**config.mk**
```make
export PLATFORM = sky130hd
export DESIGN_NAME = k005297_spgen
export DESIGN_NICKNAME = d
export VERILOG_FILES = /design/src/rtl/k005297_pkg.sv /design/src/rtl/k005297_bitstrb.sv /design/src/rtl/k005297_spgen.sv
export SDC_FILE = /design/constraint.sdc
export NUM_CORES = 1
export LEC_CHECK = 0
export CELL_PAD_IN_SITES_DETAIL_PLACEMENT = 1
export CELL_PAD_IN_SITES_GLOBAL_PLACEMENT = 1
export CORE_MARGIN = 5
export CORE_UTILIZATION = 26
export CTS_CLUSTER_DIAMETER = 80
export DETAILED_ROUTE_END_ITERATION = 8
export HOLD_SLACK_MARGIN = 0.03
export PLACE_DENSITY_LB_ADDON = 0.1
export SYNTH_ARGS = -nofsm -noshare
export SYNTH_HDL_FRONTEND = slang
export SYNTH_SLANG_ARGS = --single-unit
```
**constraint.sdc**
```tcl
create_clock -name i_MCLK -period 1.79 [get_ports i_MCLK]
set_input_delay 0.358 -clock i_MCLK [delete_from_list [all_inputs] [get_ports i_MCLK]]
set_output_delay 0.358 -clock i_MCLK [all_outputs]
set_load 0.01 [all_outputs]
```
**src/rtl/k005297_pkg.sv**
```systemverilog
// Shared definitions for the k005297 bubble write/read path: FSM state
// encoding and ROT20 slot positions used by the generator and the detector.
package k005297_pkg;

    typedef enum logic [1:0] {
        ST_IDLE     = 2'd0,
        ST_PREAMBLE = 2'd1,
        ST_TIP      = 2'd2,
        ST_PAYLOAD  = 2'd3
    } spgen_state_t;

    localparam int SLOT_4B = 18;
    localparam int SLOT_2B = 8;

    // Down-counter width able to hold the larger of the two run lengths.
    function automatic int cnt_width(input int pre_len, input int payload_len);
        int m;
        m = (pre_len > payload_len) ? pre_len : payload_len;
        if (m < 2) m = 2;
        return $clog2(m);
    endfunction

endpackage

```
**src/rtl/k005297_bitstrb.sv**
```systemverilog
// Bit strobe: picks the active ROT20 slot for the current bit mode and
// gates it with the 2 MHz clock enable. Purely combinational.
module k005297_bitstrb
    import k005297_pkg::*;
(
    input  logic        i_CLK2M_PCEN_n,
    input  logic [19:0] i_ROT20_n,
    input  logic        i_4BEN_n,
    output logic        o_STRB
);

    logic slot_n;
    logic unused_rot;

    assign slot_n     = i_4BEN_n ? i_ROT20_n[SLOT_2B] : i_ROT20_n[SLOT_4B];
    assign o_STRB     = ~i_CLK2M_PCEN_n & ~slot_n;
    assign unused_rot = ^i_ROT20_n;

endmodule

```
**src/rtl/k005297_spgen.sv**
```systemverilog
// Sync-pattern generator: PRE_LEN zero bits, one sync-tip bit, then an
// optional PAYLOAD_LEN-bit payload pulled from the host, one bit per strobe.
module k005297_spgen
    import k005297_pkg::*;
#(
    parameter int PRE_LEN     = 128,
    parameter int PAYLOAD_LEN = 0
)
(
    input  logic        i_MCLK,
    input  logic        i_SYS_RST,
    input  logic        i_CLK2M_PCEN_n,
    input  logic [19:0] i_ROT20_n,
    input  logic        i_4BEN_n,
    input  logic        i_BSEN_n,
    input  logic        i_START,
    input  logic        i_PDI,
    output logic        o_PDI_ACK,
    output logic        o_BDO,
    output logic        o_SYNCTIP_n,
    output logic        o_BUSY,
    output logic        o_DONE,
    output logic        o_ABORT
);

    localparam int CNT_W = cnt_width(PRE_LEN, PAYLOAD_LEN);
    localparam logic [CNT_W-1:0] PRE_LAST = CNT_W'(PRE_LEN - 1);
    localparam logic [CNT_W-1:0] PAY_LAST = (PAYLOAD_LEN > 0) ? CNT_W'(PAYLOAD_LEN - 1) : '0;

    spgen_state_t     state_q;
    logic [CNT_W-1:0] cnt_q;
    logic             pend_q;
    logic             bdo_q;
    logic             tip_n_q;
    logic             busy_q;
    logic             ack_q;
    logic             done_q;
    logic             abort_q;
    logic             strb;

    k005297_bitstrb u_bitstrb (
        .i_CLK2M_PCEN_n (i_CLK2M_PCEN_n),
        .i_ROT20_n      (i_ROT20_n),
        .i_4BEN_n       (i_4BEN_n),
        .o_STRB         (strb)
    );

    // busy_q is updated alongside every state/pend change so it always
    // equals (state != IDLE) || pend as seen from the outputs.
    always_ff @(posedge i_MCLK) begin
        if (i_SYS_RST) begin
            state_q <= ST_IDLE;
            cnt_q   <= '0;
            pend_q  <= 1'b0;
            bdo_q   <= 1'b0;
            tip_n_q <= 1'b1;
            busy_q  <= 1'b0;
            ack_q   <= 1'b0;
            done_q  <= 1'b0;
            abort_q <= 1'b0;
        end else begin
            ack_q   <= 1'b0;
            done_q  <= 1'b0;
            abort_q <= 1'b0;
            if (busy_q && i_BSEN_n) begin
                // Abort wins over any strobe-driven transition this cycle.
                state_q <= ST_IDLE;
                cnt_q   <= '0;
                pend_q  <= 1'b0;
                bdo_q   <= 1'b0;
                tip_n_q <= 1'b1;
                busy_q  <= 1'b0;
                abort_q <= 1'b1;
            end else begin
                case (state_q)
                    ST_IDLE: begin
                        if (pend_q && strb) begin
                            state_q <= ST_PREAMBLE;
                            cnt_q   <= PRE_LAST;
                            bdo_q   <= 1'b0;
                            pend_q  <= 1'b0;
                            busy_q  <= 1'b1;
                        end else if (i_START && !i_BSEN_n) begin
                            pend_q <= 1'b1;
                            busy_q <= 1'b1;
                        end
                    end
                    ST_PREAMBLE: begin
                        if (strb) begin
                            if (cnt_q != '0) begin
                                cnt_q <= cnt_q - 1'b1;
                                bdo_q <= 1'b0;
                            end else begin
                                state_q <= ST_TIP;
                                bdo_q   <= 1'b1;
                                tip_n_q <= 1'b0;
                            end
                        end
                    end
                    ST_TIP: begin
                        if (strb) begin
                            tip_n_q <= 1'b1;
                            if (PAYLOAD_LEN == 0) begin
                                state_q <= ST_IDLE;
                                bdo_q   <= 1'b0;
                                done_q  <= 1'b1;
                                busy_q  <= 1'b0;
                            end else begin
                                state_q <= ST_PAYLOAD;
                                bdo_q   <= i_PDI;
                                ack_q   <= 1'b1;
                                cnt_q   <= PAY_LAST;
                            end
                        end
                    end
                    ST_PAYLOAD: begin
                        if (strb) begin
                            if (cnt_q != '0) begin
                                bdo_q <= i_PDI;
                                ack_q <= 1'b1;
                                cnt_q <= cnt_q - 1'b1;
                            end else begin
                                state_q <= ST_IDLE;
                                bdo_q   <= 1'b0;
                                done_q  <= 1'b1;
                                busy_q  <= 1'b0;
                            end
                        end
                    end
                    default: state_q <= ST_IDLE;
                endcase
            end
        end
    end

    assign o_PDI_ACK   = ack_q;
    assign o_BDO       = bdo_q;
    assign o_SYNCTIP_n = tip_n_q;
    assign o_BUSY      = busy_q;
    assign o_DONE      = done_q;
    assign o_ABORT     = abort_q;

endmodule
```
==> results of run 1 <==
[flip-flops by register name, indices dropped and copies added (netlist names)]
signal and count:
cnt_q 7, state_q 2, o_ABORT 1, o_BDO 1, o_BUSY 1, o_DONE 1, o_PDI_ACK 1, o_SYNCTIP_n 1
pend_q 1
[cells by family after synthesis]
group           share of synthesized area
simple gates                        0.225
compound gates                      0.225
flops                               0.415
buf+inv                            0.0340
mux                                0.0454
xor+xnor                           0.0227
fa+ha+maj                          0.0324
[area by class of cell]
cell class	instances	area [sq um]
clock buffer	3	22.5
fill	352	1640
inverter	4	15.0
multi-input combinational	64	455
sequential	16	322
tap	31	38.8
timing repair buffer	38	317
[Yosys cell counts, drive strengths merged, types with 3 or more instances]
master	count
a21oi	7
inv	4
nor3	4
o31ai	4
dfxtp	16
o21ai	4
nand2	6
a31oi	3
clkbuf	3
nor2	5
[metrics by stage]
stage                     cells  TNS [ps]  worst slack (ps)
after global routing        156      -153              -150
after CTS                   156     -47.2             -47.2
final                       156     -34.3             -34.3
after floorplan              87         0             0.276
after detailed placement    149     -3520              -423
after global placement      149     -3330              -398
[critical path, delay by kind of cell, from the launching register on]
family                     cells  cell delay, ps
buffers and inverters          1              50
DFF                            1             340
and+or+nand+nor                2             610
adders and majority gates      1             150
AOI/OAI and AO/OA              2             610
[metal layers]
metal | up-vias | wire length, um | track usage
met3 | 2 | 52 | 0.0380
met2 | 8 | 1090 | 0.210
met1 | 376 | 1110 | 0.144
met5 | - | 0 | 0
met4 | 0 | 20 | 0.0343
li1 | 405 | - | -
[power groups by stage]
stage | clock (mW) | combinational [mW] | sequential (mW)
floorplan | 0 | 0.0699 | 0.386
global placement | 0 | 0.146 | 0.386
detailed placement | 0 | 0.147 | 0.386
CTS | 0.207 | 0.155 | 0.378
global route | 0.221 | 0.172 | 0.381
finish | 0.188 | 0.157 | 0.379
[path summary, 6_finish.rpt]
kind / start / end / slack, ps / cells after the start
min reg2reg: o_BUSY / o_ABORT / 500 / 2
min: o_BUSY / o_ABORT / 500 / 2
max reg2reg: cnt_q[0] / cnt_q[3] / -30 / 6
max: cnt_q[0] / cnt_q[3] / -30 / 6
[timing repair]
action | 4_1_cts | 5_1_grt
buffers inserted | 4 | 0
pin swaps | 4 | 3
gates cloned | 0 | 0
resized for setup | 6 | 2
endpoints found under the setup margin | 5 | 7
==> out/results.tsv, run 1 <==
metric	value	unit
power.share.clock	0.260	
yosys_warnings	0	
synth_enable_flop_cells	0	
detail_route.first_pass.iterations	2	
finalWorstSetupSlack	-34.3	ps
clkSlewWorstSetupHoldPaths	90	ps
htree_num_levels	1	
pwr_density_cell	619	mW/mm^2
synth.cell_area	772	sq um
num-nets-final	156	
power	724	uW
dr_total_vias	791	
power_frac_comb	0.217	
switching_power	192	uW
route.final.wire_length	2270	um
fmax	548	MHz
dieArea	0.00416	sq mm
grt_max_degree	9	
worst-setup-path-type	flip-flop to flip-flop	
vias_in_the_first_global_route	879	
cts_root_buf	clkbuf_4	
clock_insertion_delay_worst_skew	280	ps
power.internal	532	uW
clock_tree.buffer_depth	2	
cts_buffers	3	
outcome	complete, but fails checks	
max_cap_viol_count	0	
grt_usage	0.121	
grt_setup_unrepaired	true	
fp-row-count	19	
rel_slew_slack	0.720	
area.growth.synth_to_final	51.5	%
worst_ir_drop_on_vdd	367	uV
syn-mean-instance-area	8.87	sq um
critical_path.slowest_cell	or4_1	
postSynthRegisterBits	16	
finalHoldViolCount	0	
drt-wirelength-per-cell	14.6	um
synth-main-ff-cell	dfxtp_1	
netlist-cell-type-count	36	
detail_route.drc_violations	0	
post-route-cell-area	0.00117	sq mm
postSynthCellCount	87	
power.switching_fraction	0.265	
detailed_place_hpwl	1750	um
path_max_fanout	4	
vias_per_cell	5.07	
ys_async_sr_fraction	0	
die_y	64.5	um
insertedDiodeCount	0	
portBuffers	14	
synthTopCellsByArea	dfxtp_1, a21oi_1, o31ai_1	
grt_first_pass_wirelength	3990	um
worst_ep_arrival_time	2040	ps
initial_utilization	0.275	
crit_required	2010	ps
final_report_setup_violation_count	1	
postSynthNetCount	116	
fin_worst_skew	4.24	ps
fin_crit_sh	1.02	
netlist.top_cell.by_area	dfxtp_1	
worst_setup_path_end_kind	flip-flop	
synth_top_area_frac	0.415	
p_leak	0.463	nW
drv_slew	0	
timing.critical_path.cells	inv_2 -> ha_4 -> nor2b_4 -> a2111o_1 -> or4_1 -> a31oi_1	
period_minus_ws_final	1820	ps
setup.worst_path.start_class	flip-flop	
die_width	64.5	um
post_dp_cell_area	0.00110	sq mm
drt_iter0_drc	12	
drive_above_1_share	0.296	
whs	500	ps
cpPeakStageDelay	480	ps
gpl.final_weighted_congestion	0.746	
holdCritPathClass	flip-flop to flip-flop	
layout.cells.most_common_list	buf_4, dfxtp_1, clkdlybuf4s50_1, a21oi_1, nand2_1	
tritoncts	done	
timing_worst_slew_pin_value	417	ps
failing_checks	setup timing	
final_core_utilization	0.417	
grt_overflow_total	0	
postRouteAntennaNets	0	
design.core.area	0.00281	sq mm
io-pin-count	33	
numClockSinks	16	
cts_hold_repair.buffers	0	
grt_antenna_before_repair	0	
relative_contribution_of_sequential_cells_to_total_power	0.523	
leading_cell_type_in_the_layout_fill_and_taps_excluded	buf_4	
synth.yosys.seq_area_share	0.415	
Power figures use the tool's default switching activity.
==> run 2: changes to the inputs <==
--- a/config.mk
+++ b/config.mk
@@ -7,10 +7,10 @@
 export LEC_CHECK = 0
 export CELL_PAD_IN_SITES_DETAIL_PLACEMENT = 1
 export CELL_PAD_IN_SITES_GLOBAL_PLACEMENT = 1
-export CORE_MARGIN = 5
-export CORE_UTILIZATION = 26
+export CORE_UTILIZATION = 38
 export CTS_CLUSTER_DIAMETER = 80
 export DETAILED_ROUTE_END_ITERATION = 8
+export DONT_BUFFER_PORTS = 1
 export HOLD_SLACK_MARGIN = 0.03
 export PLACE_DENSITY_LB_ADDON = 0.1
 export SYNTH_ARGS = -nofsm -noshare
==> out/results.tsv, run 2 (same netlist as run 1, synthesis figures left out) <==
metric	value	unit	change
outcome	complete, but fails checks		
failing_checks	setup timing		
grt_first_pass_wirelength	2880	um	-28%
largest_regs	cnt_q x7, state_q x2		
clock_tree.buffer_depth	2		unchanged
finalWorstSetupSlack	-3.39	ps	+30.9 ps
grt_overflow_total	0		unchanged
number_of_fill_cells_in_the_layout	219		-38%
register_containing_the_most_flip_flops_in_the_final_layout	cnt_q		
worst_ir_drop_on_vdd	463	uV	+26%
clock_insertion_delay_worst_skew	290	ps	about the same
die_width	47.1	um	-27%
grt_usage	0.195		+0.0743
crit_required	2020	ps	about the same
whs	117	ps	-383 ps
vias_per_cell	5.67		+12%
drt_iter0_drc	8		-4
htree_num_levels	1		unchanged
fp-row-count	15		-4
grt_max_degree	10		+1
timing_worst_slew_pin_value	488	ps	+71.0 ps
fmax	558	MHz	+1.7%
setup.worst_path.start_class	flip-flop		
finalHoldViolCount	0		unchanged
area.growth.synth_to_final	22.4	%	
layout.cells.most_common_list	dfxtp_1, buf_4, a21oi_1, nand2_1, nor2_1		
drive_above_1_share	0.276		-0.0205
die_y	47.1	um	-27%
period_minus_ws_final	1790	ps	-30.9 ps
drt-wirelength-per-cell	15.7	um	+7.6%
pwr_density_cell	776	mW/mm^2	+25%
io-pin-count	33		unchanged
detail_route.first_pass.iterations	4		+2
worst-setup-path-type	flip-flop to flip-flop		
cts_root_buf	clkbuf_4		
detailed_place_hpwl	1400	um	-20%
worst_ep_arrival_time	2030	ps	about the same
dieArea	0.00222	sq mm	-47%
fin_worst_skew	9.21	ps	+4.97 ps
dr_total_vias	698		-12%
largest_register_ff_count	7		unchanged
p_leak	0.350	nW	-24%
final_report_setup_violation_count	1		unchanged
vias_in_the_first_global_route	664		-24%
dp_slack	-55.4	ps	+367 ps
gpl.final_weighted_congestion	0.785		+5.2%
power	733	uW	+1.2%
grt_antenna_before_repair	0		unchanged
fin_tns_setup	-3.39	ps	+30.9 ps
holdCritPathClass	primary input to flip-flop		
drv_slew	0		unchanged
rel_slew_slack	0.674		-0.0452
route.final.wire_length	1930	um	-15%
portBuffers	0		-14
place_inst	117		-21%
clkSlewWorstSetupHoldPaths	100	ps	about the same
leading_cell_type_in_the_layout_fill_and_taps_excluded	dfxtp_1		
grt_setup_unrepaired	true		
design.core.area	0.00182	sq mm	-35%
number_of_cells_on_the_worst_hold_path	1		-1
detail_route.drc_violations	0		unchanged
cts_hold_repair.buffers	0		unchanged
tritoncts	done		
instances_no_fill	123		-21%
cts_buffers	3		unchanged
postRouteAntennaNets	0		unchanged
numClockSinks	16		unchanged
initial_utilization	0.424		+0.149
path_max_fanout	4		unchanged
fin_crit_sh	1.00		-0.0173
worstRegToRegCells	6		unchanged
num-nets-final	128		-18%
max_cap_viol_count	0		unchanged
worst_setup_path_end_kind	flip-flop		
insertedDiodeCount	0		unchanged
-- run 2: worst max-delay path, cell delays in order (launching register included) --
cell and delay (ps):
dfxtp_2 370, inv_4 50, ha_4 150, nor2b_4 120, a2111o_1 410, or4_1 480, a31oi_1 160
-- run 2: layer usage --
layer  global-route usage  part of all wire
met3               0.0692             0.034
met5                    0                 0
met4               0.0686            0.0062
met2                0.319              0.49
met1                0.238              0.47
-- run 2: per-stage QoR --
step	cell area, sq um	utilization
after floorplan	781	-
after global placement	861	0.473
after detailed placement	861	0.473
after CTS	917	0.504
after global routing	945	0.519
final	945	0.519
-- run 2: final cells by class --
type	instances	area, sq um	area share
clock buffer	4	36.3	0.0384
inverter	4	17.5	0.0185
timing repair buffer	10	75.1	0.0795
multi-input combinational	64	460	0.487
sequential	16	324	0.343
tap	25	31.3	0.0331
-- run 2: power by group --
part / total (mW) / internal (mW) / switching, mW
Sequential: 0.382 / 0.368 / 0.0145
Clock: 0.242 / 0.124 / 0.118
Combinational: 0.109 / 0.0494 / 0.0591
Total: 0.733 / 0.541 / 0.192
-- run 2: worst paths after layout --
| kind | slack [ps] | start | endpoint |
|---|---|---|---|
| worst max-delay path | -3 | cnt_q[0] | cnt_q[3] |
| worst min-delay path | 120 | i_SYS_RST | o_ABORT |
| worst max register to register | -3 | cnt_q[0] | cnt_q[3] |
| worst min register to register | 550 | o_BUSY | o_ABORT |
-- run 2: repair_timing --
action | CTS | global route
gates resized for setup | 2 | 7
endpoints found under the hold margin | 0 | 0
pin swaps | 3 | 4
buffers inserted | 1 | 1
setup endpoints to repair | 2 | 12
